===== src/rtl/stream_compare_multi.sv =====
// Multi-stream comparator: channel 0 is golden, channels 1..N_CHAN-1 are checked against it
// and the results are counted in IPIF registers. Define STREAM_COMPARE_FIRST_MISMATCH_EN to capture FIRSTERR.
module stream_compare_multi #(
  parameter int C_S_AXI_ADDR_WIDTH = 32,
  parameter int C_S_AXI_DATA_WIDTH = 32,
  parameter int N_CHAN             = 4,
  parameter int DATA_WIDTH         = 32,
  parameter int N_REG              = 12
) (
  input  logic                            clk,
  input  logic                            areset,
  input  logic [N_CHAN*DATA_WIDTH-1:0]    S_AXIS_TDATA,
  input  logic [N_CHAN-1:0]               S_AXIS_TVALID,
  output logic [N_CHAN-1:0]               S_AXIS_TREADY,
  input  logic                            IPIF_Bus2IP_resetn,
  input  logic [C_S_AXI_ADDR_WIDTH-1:0]   IPIF_Bus2IP_Addr,
  input  logic                            IPIF_Bus2IP_RNW,
  input  logic [C_S_AXI_DATA_WIDTH/8-1:0] IPIF_Bus2IP_BE,
  input  logic                            IPIF_Bus2IP_CS,
  input  logic [N_REG-1:0]                IPIF_Bus2IP_RdCE,
  input  logic [N_REG-1:0]                IPIF_Bus2IP_WrCE,
  input  logic [C_S_AXI_DATA_WIDTH-1:0]   IPIF_Bus2IP_Data,
  output logic [C_S_AXI_DATA_WIDTH-1:0]   IPIF_IP2Bus_Data,
  output logic                            IPIF_IP2Bus_WrAck,
  output logic                            IPIF_IP2Bus_RdAck,
  output logic                            IPIF_IP2Bus_Error
);

  localparam int unsigned CNT_W = 32;

  logic                         enable;
  logic [DATA_WIDTH-1:0]        mask;
  logic                         stage_valid;
  logic [N_CHAN*DATA_WIDTH-1:0] stage_data;
  logic [CNT_W-1:0]             wordcnt;
  logic [N_CHAN-1:1]            flags;
  logic [CNT_W-1:0]             errcnt [1:N_CHAN-1];
  logic [CNT_W-1:0]             firsterr;
  logic [N_CHAN-1:0]            mism;
  logic                         accept;
  logic                         clear;
  logic [CNT_W-1:0]             regs [N_REG];
  logic [CNT_W-1:0]             rd_mux;
  logic                         unused_ok;

  assign unused_ok = ^{IPIF_Bus2IP_resetn, IPIF_Bus2IP_Addr, IPIF_Bus2IP_RNW,
                       IPIF_Bus2IP_BE, IPIF_Bus2IP_CS, IPIF_Bus2IP_Data};

  assign accept        = enable & (&S_AXIS_TVALID);
  assign S_AXIS_TREADY = {N_CHAN{accept}};
  assign clear         = IPIF_Bus2IP_WrCE[0] & IPIF_Bus2IP_Data[1];

  // Per-channel masked mismatch of the staged beat; channel 0 never mismatches itself
  always_comb begin
    mism = '0;
    for (int k = 1; k < N_CHAN; k++)
      mism[k] = |((stage_data[0 +: DATA_WIDTH] ^ stage_data[k*DATA_WIDTH +: DATA_WIDTH]) & mask);
  end

  always_ff @(posedge clk or posedge areset) begin
    if (areset) begin
      stage_valid <= 1'b0;
      stage_data  <= '0;
    end else begin
      stage_valid <= accept;
      if (accept) stage_data <= S_AXIS_TDATA;
    end
  end

  always_ff @(posedge clk or posedge areset) begin
    if (areset) begin
      enable <= 1'b0;
      mask   <= '1;
    end else begin
      if (IPIF_Bus2IP_WrCE[0]) enable <= IPIF_Bus2IP_Data[0];
      if (IPIF_Bus2IP_WrCE[1]) mask   <= IPIF_Bus2IP_Data[DATA_WIDTH-1:0];
    end
  end

  // Saturating counters; a clear on the same edge discards the staged update
  always_ff @(posedge clk or posedge areset) begin
    if (areset) begin
      wordcnt <= '0;
      flags   <= '0;
      for (int k = 1; k < N_CHAN; k++) errcnt[k] <= '0;
    end else if (clear) begin
      wordcnt <= '0;
      flags   <= '0;
      for (int k = 1; k < N_CHAN; k++) errcnt[k] <= '0;
    end else if (stage_valid) begin
      if (wordcnt != '1) wordcnt <= wordcnt + CNT_W'(1);
      for (int k = 1; k < N_CHAN; k++) begin
        if (mism[k]) begin
          flags[k] <= 1'b1;
          if (errcnt[k] != '1) errcnt[k] <= errcnt[k] + CNT_W'(1);
        end
      end
    end
  end

`ifdef STREAM_COMPARE_FIRST_MISMATCH_EN
  logic [2:0] low_idx;

  always_comb begin
    low_idx = 3'd0;
    for (int k = N_CHAN-1; k >= 1; k--)
      if (mism[k]) low_idx = 3'(k);
  end

  always_ff @(posedge clk or posedge areset) begin
    if (areset)
      firsterr <= '0;
    else if (clear)
      firsterr <= '0;
    else if (stage_valid && (|mism) && !firsterr[31])
      firsterr <= {1'b1, low_idx, wordcnt[27:0]};
  end
`else
  assign firsterr = '0;
`endif

  // Register read view and combinational read mux
  always_comb begin
    for (int i = 0; i < N_REG; i++) regs[i] = '0;
    regs[0] = {31'd0, enable};
    regs[1] = CNT_W'(mask);
    regs[2] = wordcnt;
    regs[3] = CNT_W'({flags, 1'b0});
    for (int k = 1; k < N_CHAN; k++) regs[k+3] = errcnt[k];
    regs[11] = firsterr;
    rd_mux = '0;
    for (int i = N_REG-1; i >= 0; i--)
      if (IPIF_Bus2IP_RdCE[i]) rd_mux = regs[i];
  end

  assign IPIF_IP2Bus_Data  = C_S_AXI_DATA_WIDTH'(rd_mux);
  assign IPIF_IP2Bus_WrAck = |IPIF_Bus2IP_WrCE;
  assign IPIF_IP2Bus_RdAck = |IPIF_Bus2IP_RdCE;
  assign IPIF_IP2Bus_Error = 1'b0;

endmodule


===== config.mk =====
export PLATFORM = sky130hd
export DESIGN_NAME = stream_compare_multi
export DESIGN_NICKNAME = d
export VERILOG_FILES = /design/src/rtl/stream_compare_multi.sv
export SDC_FILE = /design/constraint.sdc
export NUM_CORES = 1
export LEC_CHECK = 0
export CORE_MARGIN = 2
export CORE_UTILIZATION = 55
export DETAILED_ROUTE_END_ITERATION = 12
export GPL_TIMING_DRIVEN = 0
export PLACE_DENSITY = 0.83
export SYNTH_ARGS = -nofsm -noshare
export SYNTH_HDL_FRONTEND = slang
export SYNTH_SLANG_ARGS = --single-unit

===== constraint.sdc =====
create_clock -name clk -period 32.9 [get_ports clk]
set_clock_uncertainty 0.2 [all_clocks]
set_input_delay 8.225 -clock clk [delete_from_list [all_inputs] [get_ports clk]]
set_output_delay 8.225 -clock clk [all_outputs]
set_load 0.1 [all_outputs]

==> flow_summary.toml <==
[status]
status = "finished clean"

[setup_path]
setup.worst_path.start_class = "primary input"
slowest_delay_ps = 1150
arrival_ps = 12090
slowest_stage = "clkdlybuf4s50_1"
crit_chain = "clkdlybuf4s50_1 -> nor2b_1 -> clkbuf_1 -> a221oi_1 -> a2111oi_0 -> a21oi_1 -> nor2_1 -> a21oi_1 -> nor2_1 -> clkdlybuf4s50_1"
required_ps = 24470
cp_max_fo = 10
worstReg2RegStart = "stage_valid"
crit_type = "in -> out"
worstRegToRegCells = 8
end_kind = "output pin"
r2r_setup_slack_ps = 29070
timing.rr.end = "wordcnt[25]"

[global_route]
grt_pass1_vias = 16200
grt_usage_pct = 39.6
grt_overflow = 0
grt_max_degree = 127
grt_pass1_wl_um = 93700
antenna_found_initial = 1

[sta]
max_freq_ghz = 0.0487
hold_viol_final = 0
finalCritPeriodShare_pct = 62.4
layout_min_cycle_time_ps = 20520
rsz0062_at_grt = "false"
setup_slack_ps = 12380
finalSetupTns_ps = 0
worstMarginPinSlew_ps = 1230
slew_viol_final = 0
setup_viol = 0
slew-limit-headroom_pct = 17.5

[route]
drt_first_iter_violations = 2114
via_count = 16800
routed_via_density = 6.49
ant_nets = 0
dr.pass1.iters = 9
drc = 0
routedWlPerCell_um = 24.0
drt-total-wl_um = 62000

[clock_tree]
clockBufferDepth = 3
postCtsSetupRepairBufs = 0
cts_inserted_buffers = 34
cts_hold_buf = 0
cts_root_buffer = "clkbuf_16"
cts_tree = "built"
cts.htree.levels = 2
cts_resized = 0
clock-sinks = 293
clkTransAtPathRegs_ps = 60
clock_latency_ps = 530

[place]
dp_cells = 2524
hpwlAfterDp_um = 45600
numPortBuffers = 222
place_ws_ps = 12520
routabilityCongestion = 1.02

[layout]
fillers = 2315
stdcell_count = 2587
final_common_cell = "nand2_1"
area.sequential_sq_um = 7370
drive_above_1_share_pct = 7.33
nNetsFinal = 2403
multi_input_area_sq_um = 8340
syn2layout_area_growth_pct = 23.9
final_cell_mix = "nand2_1 (505), dfrtp_1 (261), clkdlybuf4s50_1 (222)"

[die]
num_rows = 63
dieArea_sq_um = 31100
initial_core_util_pct = 55.6
die_h_um = 176
fp.dieW_um = 176
io_pins = 268
fp.coreArea_sq_um = 29400

[logic_synthesis]
synth-seq-area-share_pct = 45.1
async_reset_ff_share_pct = 100
syn-cell-area_sq_um = 16300
synth_top_area_share_pct = 40.0
yosys_warnings = 0
yosys.cell_types.count = 69
syn_inst = 1910
synth_nets = 2143
synth.area.top_cells = "dfrtp_1 (40%), nand2_1 (12%), xor2_1 (5.8%)"
synth_seq_cells = 293
ys.flop_type = "dfrtp_1"
synth_enable_flop_cells = 0
synth_area_per_cell_sq_um = 8.55
yosysTopAreaCell = "dfrtp_1"

[job]
cap_violations = 0

[power]
power.density_nw_per_um2 = 51.9
finalPower_mw = 1.05
leakage_nw = 8.88
ir_worst_vdd_mv = 0.0353

[min_path]
hold_class = "reg -> reg"
min_from = "flags[1]"
whs_path_depth = 1
holdPathEnd = "flags[1]"
[layer usage]
metal  GRT usage, %  vias up  routed length (um)
met3           8.03      287                7000
met2           61.0     1223               27400
met4           25.6        0                4710
met1           51.2     7966               22800
li1               -     7321                   -
met5              0        -                   0
[critical path: cells and delay by family]
| family | cells | cell delay, ps |
|---|---|---|
| simple gates | 3 | 550 |
| buf+inv | 3 | 2110 |
| compound gates | 4 | 1200 |
[synthesized netlist by cell type, types with 9 or more instances]
cell type	number
a21oi_1	72
a221oi_1	10
a22oi_1	87
a31oi_1	24
and2_1	14
and3_1	24
and4_1	15
buf_1	15
buf_2	9
clkbuf_1	91
dfrtp_1	261
dfstp_2	32
inv_1	16
mux2_2	33
nand2_1	505
nand3_1	59
nand4_1	39
nor2_1	124
nor2b_1	11
nor3_1	18
nor4_1	17
o21ai_0	91
o21ai_1	10
o31ai_1	83
o41ai_1	26
or3_1	13
or4_1	10
xor2_1	109
[stage by stage]
stage | hold WS, ps | util (%) | instance area, sq um
finish | 294 | 68.8 | 20200
detailed placement | 283 | 65.0 | 19100
floorplan | 259 | - | 16300
global placement | 277 | 64.8 | 19000
CTS | 296 | 68.8 | 20200
global route | 317 | 68.8 | 20200
[report_power, final]
part | leakage (nW) | switching [mW] | internal [mW] | total, mW
sequential | 3.82 | 0.0499 | 0.406 | 0.456
combinational | 4.51 | 0.123 | 0.0854 | 0.208
clock | 0.551 | 0.160 | 0.226 | 0.386
total | 8.88 | 0.332 | 0.718 | 1.05
[sequential cells by signal, summed over array words and instances (netlist names)]
register     cells
enable           1
stage_valid      1
stage_data     128
errcnt          96
flags            3
wordcnt         32
mask            32
[area by class of cell]
type / count / area share [%]
sequential: 293 / 36.4
tap: 390 / 2.41
inverter: 16 / 0.334
timing repair buffer: 224 / 11.3
buffer: 127 / 2.80
antenna: 1 / 0.0124
multi-input combinational: 1474 / 41.2
clock buffer: 51 / 4.92
clock inverter: 11 / 0.624
[how the worst max path moves through the flow]
stage,end,slack (ps),startpoint
after CTS,IPIF_IP2Bus_Data[15],12490,IPIF_Bus2IP_RdCE[6]
final,IPIF_IP2Bus_Data[15],12380,IPIF_Bus2IP_RdCE[6]
after detailed placement,IPIF_IP2Bus_Data[15],12520,IPIF_Bus2IP_RdCE[6]
after global routing,IPIF_IP2Bus_Data[15],12370,IPIF_Bus2IP_RdCE[6]
after global placement,IPIF_IP2Bus_Data[15],12560,IPIF_Bus2IP_RdCE[6]
after floorplan,IPIF_IP2Bus_Data[0],12990,IPIF_Bus2IP_RdCE[5]
[logic make-up (layout without fill, tap and decap cells)]
group / after synthesis / count (layout) / share of synthesized area [%]
XOR/XNOR: 117 / 117 / 6.27
adder cells (fa/ha/maj): 4 / 4 / 0.306
buffers and inverters: 143 / 429 / 3.84
AND/OR/NAND/NOR: 871 / 871 / 23.9
multiplexers: 34 / 34 / 2.34
flip-flops: 293 / 293 / 45.1
AO/OA/AOI/OAI: 447 / 447 / 18.2
other: 1 / 2 / 0.0230
Power figures use the tool's default switching activity.
